`config.mk`:
```
export PLATFORM = sky130hd
export DESIGN_NAME = controller
export DESIGN_NICKNAME = d
export VERILOG_FILES = /design/src/rtl/controller_pkg.sv /design/src/rtl/program_counter.sv /design/src/rtl/controller.sv
export SDC_FILE = /design/constraint.sdc
export NUM_CORES = 1
export LEC_CHECK = 0
export CELL_PAD_IN_SITES_DETAIL_PLACEMENT = 1
export CELL_PAD_IN_SITES_GLOBAL_PLACEMENT = 2
export CORE_MARGIN = 2
export CORE_UTILIZATION = 25
export CTS_CLUSTER_DIAMETER = 30
export DETAILED_ROUTE_END_ITERATION = 16
export GPL_TIMING_DRIVEN = 1
export PLACE_DENSITY_LB_ADDON = 0.15
export SYNTH_ARGS = -nofsm -noshare
export SYNTH_HDL_FRONTEND = slang
export SYNTH_HIERARCHICAL = 1
export SYNTH_SLANG_ARGS = --single-unit
```
`constraint.sdc`:
```
create_clock -name Clock -period 5.9 [get_ports Clock]
set_clock_uncertainty 0.15 [all_clocks]
set_input_delay 0.59 -clock Clock [delete_from_list [all_inputs] [get_ports Clock]]
set_output_delay 0.59 -clock Clock [all_outputs]
set_load 0.02 [all_outputs]
```
`src/rtl/controller_pkg.sv`:
```
// Shared definitions for the controller: opcodes, state codes, ALU selects
// and the bundle of datapath control signals.
package controller_pkg;

    localparam logic [3:0] OP_NOOP  = 4'd0;
    localparam logic [3:0] OP_STORE = 4'd1;
    localparam logic [3:0] OP_LOAD  = 4'd2;
    localparam logic [3:0] OP_ADD   = 4'd3;
    localparam logic [3:0] OP_SUB   = 4'd4;
    localparam logic [3:0] OP_HALT  = 4'd5;

    localparam logic [2:0] ALU_ADD = 3'd1;
    localparam logic [2:0] ALU_SUB = 3'd2;

    typedef enum logic [3:0] {
        S_INIT   = 4'd0,
        S_FETCH  = 4'd1,
        S_DECODE = 4'd2,
        S_NOOP   = 4'd3,
        S_LOAD_A = 4'd4,
        S_LOAD_B = 4'd5,
        S_STORE  = 4'd6,
        S_ADD    = 4'd7,
        S_SUB    = 4'd8,
        S_HALT   = 4'd9
    } state_t;

    // All datapath control outputs, registered together in the controller.
    typedef struct packed {
        logic [7:0] d_addr;
        logic       d_wr;
        logic       rf_s;
        logic [3:0] rf_w_addr;
        logic       rf_w_wr;
        logic [3:0] rf_ra_addr;
        logic       rf_ra_rd;
        logic [3:0] rf_rb_addr;
        logic       rf_rb_rd;
        logic [2:0] alu_s0;
    } ctrl_t;

endpackage

```
`src/rtl/program_counter.sv`:
```
// Program counter: clears on reset, increments by one when enabled and
// wraps naturally modulo 2^PC_W.
module program_counter #(
    parameter int PC_W = 7
) (
    input  logic            i_clk,
    input  logic            i_rst_n,
    input  logic            i_en,
    output logic [PC_W-1:0] o_pc
);

    logic [PC_W-1:0] r_pc;
    logic [PC_W-1:0] w_one;

    assign w_one = {{(PC_W-1){1'b0}}, 1'b1};

    // PC register; the all-ones value rolls over to zero on increment
    always_ff @(posedge i_clk or negedge i_rst_n) begin
        if (!i_rst_n) begin
            r_pc <= '0;
        end else if (i_en) begin
            r_pc <= r_pc + w_one;
        end
    end

    assign o_pc = r_pc;

endmodule

```
`src/rtl/controller.sv`:
```
// Multi-cycle CPU controller: fetch/decode/execute sequencer driving the
// instruction ROM address, the register file, the ALU and the data RAM.
// Control outputs are registered from the next state and the IR value that
// will be in effect, so they behave as Moore outputs of the current state.
module controller
    import controller_pkg::*;
#(
    parameter int PC_W = 7
) (
    input  logic            Clock,
    input  logic            Reset,
    input  logic [15:0]     Instr_in,
    output logic [PC_W-1:0] PC_out,
    output logic [15:0]     IR_out,
    output logic [3:0]      State_out,
    output logic [7:0]      D_addr,
    output logic            D_wr,
    output logic            RF_s,
    output logic [3:0]      RF_W_addr,
    output logic            RF_W_wr,
    output logic [3:0]      RF_Ra_addr,
    output logic            RF_Ra_rd,
    output logic [3:0]      RF_Rb_addr,
    output logic            RF_Rb_rd,
    output logic [2:0]      Alu_s0
);

    state_t      r_state;
    state_t      w_state_next;
    logic [15:0] r_ir;
    logic [15:0] w_ir_next;
    ctrl_t       r_ctrl;
    ctrl_t       w_ctrl_next;
    logic        w_pc_en;

    // The PC advances only while fetching
    assign w_pc_en = (r_state == S_FETCH);

    program_counter #(
        .PC_W (PC_W)
    ) u_pc (
        .i_clk   (Clock),
        .i_rst_n (Reset),
        .i_en    (w_pc_en),
        .o_pc    (PC_out)
    );

    // IR captures ROM data in FETCH and holds otherwise
    assign w_ir_next = (r_state == S_FETCH) ? Instr_in : r_ir;

    // Next-state sequencing; unknown opcodes fall through to NOOP
    always_comb begin
        w_state_next = S_INIT;
        case (r_state)
            S_INIT:   w_state_next = S_FETCH;
            S_FETCH:  w_state_next = S_DECODE;
            S_DECODE: begin
                case (r_ir[15:12])
                    OP_STORE: w_state_next = S_STORE;
                    OP_LOAD:  w_state_next = S_LOAD_A;
                    OP_ADD:   w_state_next = S_ADD;
                    OP_SUB:   w_state_next = S_SUB;
                    OP_HALT:  w_state_next = S_HALT;
                    default:  w_state_next = S_NOOP;
                endcase
            end
            S_LOAD_A: w_state_next = S_LOAD_B;
            S_LOAD_B: w_state_next = S_FETCH;
            S_STORE:  w_state_next = S_FETCH;
            S_ADD:    w_state_next = S_FETCH;
            S_SUB:    w_state_next = S_FETCH;
            S_NOOP:   w_state_next = S_FETCH;
            S_HALT:   w_state_next = S_HALT;
            default:  w_state_next = S_INIT;
        endcase
    end

    // Output decode for the upcoming state; anything not driven stays zero
    always_comb begin
        w_ctrl_next = '0;
        case (w_state_next)
            S_LOAD_A, S_LOAD_B: begin
                w_ctrl_next.d_addr    = w_ir_next[11:4];
                w_ctrl_next.rf_s      = 1'b1;
                w_ctrl_next.rf_w_addr = w_ir_next[3:0];
                // LOAD_A only waits out the RAM read latency
                w_ctrl_next.rf_w_wr   = (w_state_next == S_LOAD_B);
            end
            S_STORE: begin
                w_ctrl_next.d_addr     = w_ir_next[11:4];
                w_ctrl_next.rf_ra_addr = w_ir_next[3:0];
                w_ctrl_next.rf_ra_rd   = 1'b1;
                w_ctrl_next.d_wr       = 1'b1;
            end
            S_ADD, S_SUB: begin
                w_ctrl_next.rf_ra_addr = w_ir_next[11:8];
                w_ctrl_next.rf_ra_rd   = 1'b1;
                w_ctrl_next.rf_rb_addr = w_ir_next[7:4];
                w_ctrl_next.rf_rb_rd   = 1'b1;
                w_ctrl_next.alu_s0     = (w_state_next == S_ADD) ? ALU_ADD : ALU_SUB;
                w_ctrl_next.rf_s       = 1'b0;
                w_ctrl_next.rf_w_addr  = w_ir_next[3:0];
                w_ctrl_next.rf_w_wr    = 1'b1;
            end
            default: w_ctrl_next = '0;
        endcase
    end

    // State, IR and control registers; reset drops every enable at once
    always_ff @(posedge Clock or negedge Reset) begin
        if (!Reset) begin
            r_state <= S_INIT;
            r_ir    <= '0;
            r_ctrl  <= '0;
        end else begin
            r_state <= w_state_next;
            r_ir    <= w_ir_next;
            r_ctrl  <= w_ctrl_next;
        end
    end

    assign IR_out     = r_ir;
    assign State_out  = r_state;
    assign D_addr     = r_ctrl.d_addr;
    assign D_wr       = r_ctrl.d_wr;
    assign RF_s       = r_ctrl.rf_s;
    assign RF_W_addr  = r_ctrl.rf_w_addr;
    assign RF_W_wr    = r_ctrl.rf_w_wr;
    assign RF_Ra_addr = r_ctrl.rf_ra_addr;
    assign RF_Ra_rd   = r_ctrl.rf_ra_rd;
    assign RF_Rb_addr = r_ctrl.rf_rb_addr;
    assign RF_Rb_rd   = r_ctrl.rf_rb_rd;
    assign Alu_s0     = r_ctrl.alu_s0;

endmodule

```
==> results of run 1 <==
## final cells by class
| class | count | area (um2) | share of cell area (%) |
|---|---|---|---|
| clock inverter | 1 | 7.507 | 0.2406 |
| sequential | 54 | 1351 | 43.30 |
| clock buffer | 6 | 72.57 | 2.326 |
| tap | 108 | 135.1 | 4.330 |
| inverter | 19 | 71.32 | 2.285 |
| multi-input combinational | 94 | 762.0 | 24.42 |
| timing repair buffer | 73 | 720.7 | 23.10 |
## power groups by stage
stage	logic (uW)	registers (uW)	clock network, uW
2_1_floorplan	380	717	0
3_3_place_gp	837	608	0
3_5_place_dp	839	606	0
4_1_cts	843	602	214
5_1_grt	895	625	225
6_report	826	600	202
## sequential cells by signal, indices dropped and copies added (netlist names)
signal      cells
RF_W_wr         1
RF_Ra_rd        1
IR_out         16
RF_Rb_addr      4
RF_Rb_rd        1
D_wr            1
Alu_s0          2
RF_s            1
RF_W_addr       4
D_addr          8
u_pc/o_pc       7
RF_Ra_addr      4
State_out       4
## logic make-up after synthesis
family                   after synthesis  synth area share [%]
other                                  1                0.1680
adder cells (fa/ha/maj)                1                0.5604
XOR/XNOR                               7                 2.747
flip-flops                            54                 60.54
AND/OR/NAND/NOR                       40                 12.44
buffers and inverters                 26                 5.717
multiplexers                          21                 10.43
AO/OA/AOI/OAI                         24                 7.399
## worst min-delay path by stage
stage               depth (start not counted)                        to                     start
floorplan                                   0       Alu_s0[0]$_DFF_PN0_                     Reset
global placement                            1  u_pc/o_pc[6]$_DFFE_PN0P_  u_pc/o_pc[6]$_DFFE_PN0P_
detailed placement                          1  u_pc/o_pc[6]$_DFFE_PN0P_  u_pc/o_pc[6]$_DFFE_PN0P_
CTS                                         2       D_addr[6]$_DFF_PN0_                     Reset
global route                                2      IR_out[10]$_DFF_PN0_                     Reset
finish                                      2       D_addr[6]$_DFF_PN0_                     Reset
## layer usage
layer	routed length [um]	share of wire (%)	up-vias
met3	299	5.3	6
met4	63	1.1	0
met5	0	0	-
met2	2562	46	51
li1	-	-	729
met1	2704	48	746
## per-stage QoR
stage / utilization [%] / cells
finish: 35.96 / 355
global route: 35.96 / 355
CTS: 35.96 / 355
detailed placement: 35.03 / 348
global placement: 35.03 / 348
floorplan: - / 174
## worst reg2reg max path, delay by kind of cell (launching register included)
family          cells  cell delay, ns
compound gates      1            0.15
flops               1            0.48
mux                 2            0.79
simple gates        1            0.81
## cells in the mapped netlist, drive strengths merged
cell / instances
conb: 1
mux2i: 12
buf: 7
nand3b: 1
nor3b: 1
nand2b: 4
a21oi: 10
or3b: 1
a22oi: 1
xnor2: 3
a2bb2oi: 1
nor4b: 3
ha: 1
o211ai: 2
or4b: 1
nand4b: 1
o21ai: 3
nor2: 10
nand4: 2
inv: 19
nor3: 8
o22ai: 5
mux2: 9
nand2: 7
xor2: 4
dfrtp: 54
o2bb2ai: 1
a21o: 1
and2: 1
==> impl_metrics.csv, run 1 <==
group,metric,value,unit
status,status,"complete, no violations",
cells_and_area,fin_area,0.003120,mm2
setup_path,r2r_end,"RF_Ra_addr[1]$_DFF_PN0_",
die,die_h,98.49,um
placement,post_dp_cell_area,0.003040,mm2
cells_and_area,n_antenna_cell,0,
global_route,use_met2,18.58,%
setup_path,cp_num_cells,4,
clock_network,cts_tree,"built",
flow_run,cap_violations,0,
clock_network,ctsRootBufferMaster,"clkbuf_8",
power_and_ir_drop,swShare,41.81,%
placement,routabilityCongestion,0.7319,
power_and_ir_drop,power_frac_seq,36.8,%
clock_network,cts-resized-gates,0,
sta,relSlewSlack,43.30,%
global_route,use_met1,17.29,%
detailed_routing,drcViolationCount,0,
global_route,grt.busiest_layer,"met2",
synthesis,synthDistinctLibCells,39,
detailed_routing,viasPerCell,4.315,
placement,port_buffers,71,
detailed_routing,final_antenna_net_count,0,
min_path,hp-class,"in2async",
sta,finalWorstSetupSlack,3.423,ns
synthesis,yosys.area.top_type,"dfrtp_1",
setup_path,critPathArrivalTime,2.53,ns
sta,tightest_slew,0.8468,ns
clock_network,post-cts-setup-buffers,0,
clock_network,numClockSinks,54,
setup_path,crit_end,"RF_Ra_addr[1]$_DFF_PN0_",
power_and_ir_drop,switching_power,680.9,uW
detailed_routing,drt_iter0_markers,39,
die,die_w,98.49,um
setup_path,criticalPathCategory,"reg2reg",
synthesis,yosysWarningCount,6,
detailed_routing,vias,1532,
cells_and_area,mostFrequentLayoutCells,"clkdlybuf4s50_1 (70), dfrtp_1 (54), inv_1 (18), mux2i_1 (12)",
placement,post-place-ws,3.354,ns
clock_network,cts_max_level,2,
die,placementRows,34,
setup_path,endpoint_kind,"flip-flop",
sta,rsz0062_at_grt,"no",
synthesis,synth-seq-area-share,60.54,%
setup_path,cp_slowest_stage_delay,0.81,ns
setup_path,start_kind,"flip-flop",
sta,period_needed,2.477,ns
setup_path,r2r_cells,4,
clock_network,cts_hold_buf,0,
sta,setup_viol,0,
synthesis,yosys_register_bits,54,
power_and_ir_drop,vdd_drop_max,0.0001787,V
global_route,grt_pass1_vias,1665,
synthesis,synth.top_cell.area_share,60.54,%
setup_path,cp_slowest_cell,"nor4b_4",
synthesis,synth_area_leaders,"dfrtp_1 (61%), mux2i_1 (5.4%), nor3_2 (3.1%)",
die,initial_core_util,25.72,%
cells_and_area,final_common_cell,"clkdlybuf4s50_1",
setup_path,cp_max_fo,9,
cells_and_area,area_growth,39.80,%
sta,hold_viol,0,
sta,slew_viol_final,0,
die,io_pins,73,
clock_network,cts_buffers,5,
power_and_ir_drop,power.density,521.8,mW/mm2
synthesis,syn_area_per_cell,12.83,um2
setup_path,crit_family,"simple AND/OR/NAND/NOR gates",
sta,holdWs,0.2470,ns
clock_network,clk_pin_slew_worst_paths,0.09,ns
setup_path,cp-startpoint,"State_out[3]$_DFF_PN0_",
global_route,use_met3,2.766,%
die,die-area,0.009700,mm2
synthesis,synthesis.nets,193,
power_and_ir_drop,p_int,947.5,uW
synthesis,synthesis.area,0.002232,mm2
setup_path,worstPathRequired,5.95,ns
power_and_ir_drop,power.total,1628,uW
cells_and_area,fillers,966,
power_and_ir_drop,p_leak,0.001408,uW
detailed_routing,first_pass_iters,4,
placement,place_hpwl,3.880,mm
die,core_area,0.008678,mm2
global_route,antenna_found_initial,0,
power_and_ir_drop,p_clk_share,12.4,%
global_route,gr-total-overflow,0,
detailed_routing,routed_wirelength,5.629,mm
sta,period_share,41.99,%
setup_path,rrSetupSlack,3.42,ns
detailed_routing,wl_per_cell,15.86,um
sta,setup-tns-final,0,ns
cells_and_area,drive_above_1_share,12.96,%
setup_path,cp_num_buf_inv,0,
clock_network,clk_latency,0.31,ns
global_route,grt_pass1_wl,9.204,mm
clock_network,clockBufferDepth,2,
synthesis,syn-instance-count,174,
setup_path,reg2reg_from,"State_out[3]$_DFF_PN0_",
sta,fmaxAchievable,0.4037,GHz
power_and_ir_drop,p_comb_share,50.7,%
cells_and_area,nNetsFinal,266,
global_route,grt_max_degree,55,
global_route,grtUsageTotal,12.26,%
setup_path,crit_path_cell_trace,"nor4b_4 -> mux2i_1 -> o22ai_1 -> mux2_4",
(Power assumes the default switching activity.)
==> run 2, diff against run 1 <==
==> constraint.sdc (replaced) <==
create_clock -name Clock -period 2.5 [get_ports Clock]
set_clock_uncertainty 0.15 [all_clocks]
set_input_delay 0.25 -clock Clock [delete_from_list [all_inputs] [get_ports Clock]]
set_output_delay 0.25 -clock Clock [all_outputs]
set_load 0.02 [all_outputs]
==> run 2 against run 1 <==
Critical path depth unchanged. Cell area increased by 2.4%. First-iteration DRC count increased by 26%. Die area unchanged. Cell count increased by 2.0%. Maximum frequency increased by 13%. Power increased by 140%. Flip-flop and latch count unchanged. Hold slack improved by 0.076 ns. Sequential power increased by 130%. Utilization increased by 0.87 points. Via count increased by 2.3%.
==> impl_metrics.csv, run 2 (same netlist as run 1, synthesis figures left out) <==
group,metric,value,unit
detailed_routing,drcViolationCount,0,
setup_path,criticalPathCategory,"reg2reg",
status,status,"complete, no violations",
setup_path,critPathArrivalTime,2.27,ns
power_and_ir_drop,power.density,1233,mW/mm2
clock_network,ctsRootBufferMaster,"clkbuf_8",
setup_path,cp_slowest_stage_delay,0.56,ns
min_path,hp-class,"reg2reg",
power_and_ir_drop,power_frac_seq,35.4,%
die,die-area,0.009700,mm2
sta,hold_viol,0,
sta,rsz0062_at_grt,"no",
clock_network,numClockSinks,54,
die,die_w,98.49,um
clock_network,clockBufferDepth,2,
clock_network,clk_pin_slew_worst_paths,0.10,ns
clock_network,cts-resized-gates,0,
detailed_routing,drt_iter0_markers,49,
die,die_h,98.49,um
cells_and_area,final_common_cell,"clkdlybuf4s50_1",
setup_path,cp_max_fo,11,
power_and_ir_drop,p_leak,0.001452,uW
clock_network,cts_max_level,2,
power_and_ir_drop,p_int,2311,uW
cells_and_area,area_growth,43.16,%
global_route,antenna_found_initial,0,
die,initial_core_util,25.72,%
placement,post-place-ws,0.2801,ns
cells_and_area,n_antenna_cell,0,
global_route,grt_pass1_vias,1670,
global_route,grtUsageTotal,12.36,%
power_and_ir_drop,switching_power,1629,uW
power_and_ir_drop,p_comb_share,51.3,%
clock_network,clk_latency,0.31,ns
placement,routabilityCongestion,0.7808,
power_and_ir_drop,vdd_drop_max,0.0003430,V
power_and_ir_drop,power.total,3940,uW
setup_path,crit_path_cell_trace,"or4b_1 -> o22ai_2 -> nand2_1 -> nor3_1",
sta,relSlewSlack,56.16,%
sta,period_share,87.84,%
cells_and_area,largest_reg_flops,16,
power_and_ir_drop,swShare,41.35,%
global_route,grt_max_degree,29,
sta,slew_viol_final,0,
detailed_routing,final_antenna_net_count,0,
die,core_area,0.008678,mm2
setup_path,start_kind,"flip-flop",
global_route,gr-total-overflow,0,
sta,tightest_slew,0.6560,ns
detailed_routing,vias,1567,
die,io_pins,73,
sta,finalWorstSetupSlack,0.3039,ns
clock_network,cts_buffers,5,
cells_and_area,mostFrequentLayoutCells,"clkdlybuf4s50_1 (70), dfrtp_1 (54), inv_1 (18), mux2i_1 (12)",
placement,place_hpwl,4.183,mm
cells_and_area,fillers,988,
flow_run,cap_violations,0,
setup_path,endpoint_kind,"flip-flop",
detailed_routing,routed_wirelength,5.820,mm
detailed_routing,wl_per_cell,16.08,um
clock_network,cts_tree,"built",
detailed_routing,viasPerCell,4.329,
power_and_ir_drop,p_clk_share,13.3,%
setup_path,cp_slowest_cell,"or4b_1",
setup_path,worstPathRequired,2.57,ns
cells_and_area,drive_above_1_share,14.96,%
detailed_routing,first_pass_iters,4,
sta,period_needed,2.196,ns
sta,fmaxAchievable,0.4554,GHz
sta,setup_viol,0,
die,placementRows,34,
sta,setup-tns-final,0,ns
cells_and_area,nNetsFinal,272,
placement,port_buffers,71,
global_route,grt_pass1_wl,9.342,mm
==> run 2: power by group through the flow <==
stage	sequential [uW]	clock, uW	combinational [uW]
after floorplan	1690	0	897
after global placement	1420	0	2040
final	1390	524	2020
after CTS	1410	550	2060
after detailed placement	1420	0	2050
after global routing	1460	584	2180
==> run 2: final timing paths <==
| path | from | endpoint | slack, ns | cells after the start |
|---|---|---|---|---|
| worst max-delay path | State_out[2]$_DFF_PN0_ | D_addr[7]$_DFF_PN0_ | 0.30 | 4 |
| worst min-delay path | u_pc/o_pc[6]$_DFFE_PN0P_ | u_pc/o_pc[6]$_DFFE_PN0P_ | 0.32 | 1 |
| worst max register to register | State_out[2]$_DFF_PN0_ | D_addr[7]$_DFF_PN0_ | 0.30 | 4 |
| worst min register to register | u_pc/o_pc[6]$_DFFE_PN0P_ | u_pc/o_pc[6]$_DFFE_PN0P_ | 0.32 | 1 |
| max in group asynchronous | Reset | D_addr[2]$_DFF_PN0_ | 1.29 | 3 |
| min in group asynchronous | Reset | IR_out[11]$_DFF_PN0_ | 0.34 | 2 |
==> run 2: area by class of cell <==
class / instances / area (um2) / share of cell area (%)
Multi-Input combinational cell: 94 / 762.0 / 23.84
Clock inverter: 1 / 8.758 / 0.2741
Clock buffer: 7 / 86.33 / 2.702
Timing Repair Buffer: 79 / 780.7 / 24.43
Tap cell: 108 / 135.1 / 4.229
Sequential cell: 54 / 1351 / 42.29
Inverter: 19 / 71.32 / 2.232
==> run 2: through the flow <==
step / instance area (um2) / utilization [%] / hold WS [ns] / instances
2_1_floorplan: 2232 / - / -0.1956 / 174
3_3_place_gp: 3090 / 35.61 / 0.1679 / 353
3_5_place_dp: 3090 / 35.61 / 0.1766 / 353
4_1_cts: 3196 / 36.82 / 0.3325 / 362
5_1_grt: 3196 / 36.82 / 0.3554 / 362
6_report: 3196 / 36.82 / 0.3226 / 362
==> run 2: routing by layer <==
layer	track usage [%]	vias up	wire length [um]
li1	-	736	-
met1	17.19	774	2687
met2	19.00	53	2715
met3	3.688	4	378
met4	3.161	0	39
met5	0	-	0
==> run 2: repair_timing <==
item / 4_1_cts / 5_1_grt
endpoints found under the setup margin: 0 / 0
hold endpoints to repair: 26 / 0
hold buffers: 1 / 0
buffers inserted: 0 / 0
==> run 2: worst max-delay path: cells and delay by family, from the launching register on <==
| family | cells | cell delay [ns] |
|---|---|---|
| AO/OA/AOI/OAI | 1 | 0.17 |
| AND/OR/NAND/NOR | 3 | 1.30 |
| flip-flops | 1 | 0.49 |
==> patch 1: new RTL, settings of run 1 <==
`r_ir` no longer has a reset.
--- a/src/rtl/controller.sv
+++ b/src/rtl/controller.sv
@@ -110,13 +110,15 @@
     always_ff @(posedge Clock or negedge Reset) begin
         if (!Reset) begin
             r_state <= S_INIT;
-            r_ir    <= '0;
             r_ctrl  <= '0;
         end else begin
             r_state <= w_state_next;
-            r_ir    <= w_ir_next;
             r_ctrl  <= w_ctrl_next;
         end
+    end
+
+    always_ff @(posedge Clock) begin
+        r_ir <= w_ir_next;
     end
 
     assign IR_out     = r_ir;
Formal check against the unedited RTL: differs if Reset is asserted again (counterexample within 4 cycles, from zero or initial values and one cycle with Reset low); with Reset held inactive, the same outputs for 10 cycles.
==> patch 1 against run 1 <==
- clock power up 3%
- die area down 6.2%
- routed wire length down 4.6%
- total power down 7.0%
- cell area down 4.7%
- core utilization up 0.62 points
- sequential power down 2%
- combinational power down 13%
- synthesized area down 6.5%
- worst setup slack worse by 89 ps
- first-iteration DRC count down 41%
- sequential cell count unchanged
- highest routed layer unchanged
==> patch 1: results (changes against run 1) <==
Synth
  • Yosys cell types: 40 (was 39)
  • Top cells by area, synth: dfrtp_1 46%, dfxtp_1 12%, mux2i_1 5.8% (was dfrtp_1 61%, mux2i_1 5.4%, nor3_2 3.1%)
  • Syn_nets: 187 (was 193)
  • Synth Area in Adders: 0.600% (was 0.561%)
  • XOR/XNOR share of the synthesized area: 2.94% (was 2.75%)
  • Cells after Synth: 168 (was 174)
  • Post-synthesis sequential area ratio: 62.8% (was 60.5%)
  • Post-synthesis mux area share: 8.45% (was 10.4%)
  • FFs w/ async S/R, synth: 70.4% (was 100%)
  • EDFF count, synth: 4 (was 0)
  • Post-synth top cells: 38 x dfrtp_1, 18 x inv_1, 12 x dfxtp_1, 12 x mux2i_1 (was 54 x dfrtp_1, 18 x inv_1, 12 x mux2i_1)
  • Yosys Warn Count: 6 (unchanged)
  • Post-synthesis compound-gate area fraction: 7.43% (was 7.40%)

Global routing
  • First-pass GRT wire length: 8.36 mm (was 9.20 mm)
  • Met1 usage: 17.0% (was 17.3%)
  • Vias in the first global route: 1,565 (was 1,665)
  • Antenna violations before repair: 0 (unchanged)
  • Met3 Use GR: 2.69% (was 2.77%)
  • Met2 GRT Util: 19.5% (was 18.6%)
  • Total GRT Usage: 12.3% (about the same)
  • Largest net degree at the start of global routing: 39 (was 55)

Placed design
  • PortBufs: 71 (unchanged)
  • Placed cell count: 340 (was 348)
  • Gpl congestion: 0.718 (was 0.732)
  • Placed Area: 2890 um2 (was 3040 um2)
  • DP HPWL: 3.83 mm (was 3.88 mm)

Clock tree
  • Root Buffer: clkbuf_8 (unchanged)
  • Clk_lat worst skew: 310 ps (about the same)
  • Clk pin slew, worst setup/hold paths: around 100 ps
  • Resize count post-CTS: 0 (unchanged)
  • Post-CTS Setup Inserts: 0 (unchanged)
  • CTS H-tree lvls: 2 (unchanged)
  • Clock buffer depth: 2 (unchanged)
  • Cts bufs inserted: 5 (unchanged)

Drt
  • WL final: 5.37 mm (was 5.63 mm)
  • WL per Instance: 15.4 um (was 15.9 um)
  • Detailed Route Iter0 Violations: 23 (was 39)
  • 1st-pass router iterations: 4 (unchanged)
  • Vias post-DR: 1,473 (was 1,532)

Final layout
  • Max reg flops: 16 (unchanged)
  • Layout cells sized above 1: 7.41% (was 13.0%)
  • # diodes: 0 (unchanged)
  • Final net count: 261 (was 266)

Timing
  • Slew margin rel.: 35.0% (was 43.3%)

Worst hold path
  • Worst hold path type: input port to asynchronous set/reset pin (unchanged)

Status
  • Status: finished, final reports clean (unchanged)

Power
  • VDD IR-drop max: 0.178 mV (was 0.179 mV)
  • Net Switching: 0.613 mW (was 0.681 mW)
  • P_leak: 1.33 nW (was 1.41 nW)

Worst setup path
  • FF-to-FF setup slack: 3330 ps (was 3420 ps)
  • WP data arrival: 2610 ps (was 2530 ps)
  • CP max FO: 10 (was 9)
==> patch 1: changes by cell type after synthesis, moves of 4 or more <==
cell / before / now
dfrtp_1: 54 / 38
nor3_1: 1 / 8
nor3_2: 7 / 0
mux2_2: 5 / 1
edfxtp_1: 0 / 4
dfxtp_1: 0 / 12
==> patch 1: routing by layer <==
layer	vias up	routed length [um]
met5	-	0
met2	43	2530
li1	710	-
met3	6	285
met4	0	63
met1	714	2500
==> patch 1: path summary, 6_finish.rpt <==
path	to	depth (start not counted)	from
max	RF_Ra_addr[3]$_DFF_PN0_	4	State_out[3]$_DFF_PN0_
min	RF_s$_DFF_PN0_	1	Reset
max reg2reg	RF_Ra_addr[3]$_DFF_PN0_	4	State_out[3]$_DFF_PN0_
min reg2reg	u_pc/o_pc[6]$_DFFE_PN0P_	1	u_pc/o_pc[6]$_DFFE_PN0P_
max in group asynchronous	RF_Rb_addr[2]$_DFF_PN0_	1	Reset
min in group Clock	u_pc/o_pc[6]$_DFFE_PN0P_	1	u_pc/o_pc[6]$_DFFE_PN0P_
==> patch 1: kinds of logic (layout without fill, tap and decap cells) <==
logic type,count (synthesis),after routing
compound gates,24,24
xor+xnor,7,7
fa+ha+maj,1,1
buf+inv,24,99
flops,54,54
simple gates,40,40
mux,17,17
other cells,1,1
==> patch 1: layout make-up <==
class                      count  area [um2]
clock buffer                   6        72.6
clock inverter                 2        13.8
fill                         897        5160
inverter                      19        71.3
multi-input combinational     90         662
sequential                    54        1310
tap                          105         131
timing repair buffer          72         713
==> patch 1: power by group through the flow <==
stage               Clock, mW  Combinational (mW)  Sequential, mW
floorplan                   0               0.294           0.708
global placement            0               0.728           0.597
detailed placement          0               0.734           0.596
CTS                     0.220               0.737           0.590
global route            0.232               0.783           0.606
finish                  0.209               0.720           0.586
==> patch 1: stage by stage <==
stage | hold slack [ps] | power [mW] | setup WS, ps | utilization, %
floorplan | 144 | 1.00 | 3740 | -
global placement | 311 | 1.32 | 3280 | 35.5
detailed placement | 319 | 1.33 | 3280 | 35.5
CTS | 273 | 1.55 | 3260 | 36.6
global route | 302 | 1.62 | 3120 | 36.6
finish | 246 | 1.51 | 3330 | 36.6
==> patch 1: worst max-delay path: stages (launching register included) <==
cell	delay (ps)
dfrtp_1	490
nor4b_4	910
mux2i_1	450
o22ai_1	140
mux2_1	320
==> patch 2: new RTL, settings of run 1 <==
Made on the original files. `PC_W` is set to 7 in 2 places; all go to 14.
--- a/src/rtl/program_counter.sv
+++ b/src/rtl/program_counter.sv
@@ -1,7 +1,7 @@
 // Program counter: clears on reset, increments by one when enabled and
 // wraps naturally modulo 2^PC_W.
 module program_counter #(
-    parameter int PC_W = 7
+    parameter int PC_W = 14
 ) (
     input  logic            i_clk,
     input  logic            i_rst_n,
--- a/src/rtl/controller.sv
+++ b/src/rtl/controller.sv
@@ -5,7 +5,7 @@
 module controller
     import controller_pkg::*;
 #(
-    parameter int PC_W = 7
+    parameter int PC_W = 14
 ) (
     input  logic            Clock,
     input  logic            Reset,
Ports: changed (resized PC_out); port bits go from 73 to 80. The function was not compared with the original's and may differ.
==> patch 2 against run 1 <==
- worst setup slack better by 170 ps
- count of clock-buffer cells in the layout is 6 higher
- via count is 17% higher
- routed wire length is 20% higher
- register-to-register slack better by 190 ps
- cell area is 18% higher
- synthesized area is 16% higher
- sequential power is 8.8% higher
- non-clock buffer count is 7 higher
- clock power is 68% higher
- total power is 12% higher
- sequential cell count is 7 higher
==> patch 2: results (changes against run 1) <==
Status
  • Status: finished, final reports clean (unchanged)

Synth
  • Top cells by area, synth: dfrtp_1 59%, mux2i_1 4.6%, nor3_2 2.7% (was dfrtp_1 61%, mux2i_1 5.4%, nor3_2 3.1%)
  • Yosys Warn Count: 6 (unchanged)
  • FFs w/ async S/R, synth: 100% (unchanged)
  • Post-synthesis sequential area ratio: 58.8% (was 60.5%)
  • Syn_nets: 220 (was 193)
  • Yosys cell types: 49 (was 39)
  • Post-synth top cells: 61 x dfrtp_1, 18 x inv_1, 12 x mux2i_1 (was 54 x dfrtp_1, 18 x inv_1, 12 x mux2i_1)

Drt
  • 1st-pass router iterations: 4 (unchanged)
  • WL per Instance: 15.8 um (was 15.9 um)
  • Detailed Route Iter0 Violations: 28 (was 39)
  • Via density: 4.22 (was 4.32)

Clock tree
  • Clk pin slew, worst setup/hold paths: 70 ps (was 90 ps)
  • Post-CTS Setup Inserts: 0 (unchanged)
  • Clk_lat worst skew: 340 ps (was 310 ps)
  • CTS H-tree lvls: 3 (was 2)
  • Clock buffer depth: 2 (unchanged)
  • Cts bufs inserted: 9 (was 5)
  • Root Buffer: clkbuf_8 (unchanged)

Worst setup path
  • CP Capture Type: output port (was register)
  • Reg2reg start: State_out[2]$_DFF_PN0_ (was State_out[3]$_DFF_PN0_)
  • WP data arrival: 1570 ps (was 2530 ps)
  • Cell family with most CP delay: buffers and inverters (was simple AND/OR/NAND/NOR gates)
  • Setup crit start: IR_out[13]$_DFFE_PN0P_ (was State_out[3]$_DFF_PN0_)
  • Critical Path End: IR_out[13] (was RF_Ra_addr[1]$_DFF_PN0_)
  • R2R depth: 5 (was 4)
  • CP max FO: 10 (was 9)
  • FF-to-FF setup slack: 3610 ps (was 3420 ps)
  • Slowest-stage cell, CP: clkdlybuf4s50_1 (was nor4b_4)
  • R2r endpoint: RF_Ra_addr[0]$_DFF_PN0_ (was RF_Ra_addr[1]$_DFF_PN0_)
  • Critical Path Max Stage Delay: 680 ps (was 810 ps)

Global routing
  • Total GRT Usage: 12.9% (was 12.3%)
  • Vias in the first global route: 1,942 (was 1,665)
  • First-pass GRT wire length: 11.0 mm (was 9.20 mm)
  • Largest net degree at the start of global routing: 62 (was 55)

Final layout
  • Layout cells sized above 1: 17.2% (was 13.0%)
  • Max reg flops: 16 (unchanged)
  • # diodes: 0 (unchanged)
  • Final net count: 304 (was 266)

Placed design
  • PortBufs: 78 (was 71)
  • Gpl congestion: 0.729 (was 0.732)
  • DP HPWL: 4.59 mm (was 3.88 mm)

Floorplanning
  • Core footprint: 10,200 um2 (was 8680 um2)

Timing
  • WHS: 257 ps (was 247 ps)
  • Slew margin rel.: 41.1% (was 43.3%)

Power
  • VDD IR-drop max: 0.199 mV (was 0.179 mV)
  • P_leak: 1.65 nW (was 1.41 nW)
==> patch 2: through the flow <==
stage / power, mW / setup slack [ps] / instance area (um2) / cells / utilization (%)
floorplan: 1.16 / 3750 / 2600 / 201 / -
global placement: 1.51 / 3610 / 3510 / 410 / 34.5
CTS: 1.87 / 3560 / 3690 / 426 / 36.2
finish: 1.83 / 3590 / 3690 / 426 / 36.2
global route: 1.96 / 3380 / 3690 / 426 / 36.2
detailed placement: 1.52 / 3600 / 3510 / 410 / 34.5
==> patch 2: cell families (layout without fill, tap and decap cells) <==
logic type / after synthesis / count (layout) / synth area share [%]
AO/OA/AOI/OAI: 24 / 24 / 6.36
XOR/XNOR: 14 / 14 / 5.59
adder cells (fa/ha/maj): 1 / 1 / 0.482
buffers and inverters: 26 / 115 / 4.92
flip-flops: 61 / 61 / 58.8
multiplexers: 21 / 21 / 8.96
other: 1 / 1 / 0.144
AND/OR/NAND/NOR: 53 / 53 / 14.7
==> patch 2: report_power, final <==
part / switching [mW] / total (mW) / internal (mW) / leakage (nW)
clock: 0.165 / 0.339 / 0.173 / 0.0921
sequential: 0.119 / 0.653 / 0.535 / 0.798
combinational: 0.456 / 0.837 / 0.381 / 0.758
==> patch 2: layer usage <==
layer	vias up	share of wire (%)	track usage [%]
met2	53	48	20.0
met5	-	0	0
met4	0	1.4	4.79
met1	891	45	16.7
met3	8	5.3	4.35
li1	845	-	-
==> patch 2: final cells by class <==
| cell class | count | area, um2 |
|---|---|---|
| flip-flops and latches | 61 | 1530 |
| clock buffers | 12 | 155 |
| fillers | 1149 | 6500 |
| inverters | 19 | 71.3 |
| well taps | 136 | 170 |
| multi-input cells | 114 | 951 |
| clock inverters | 4 | 22.5 |
| repair buffers | 80 | 791 |
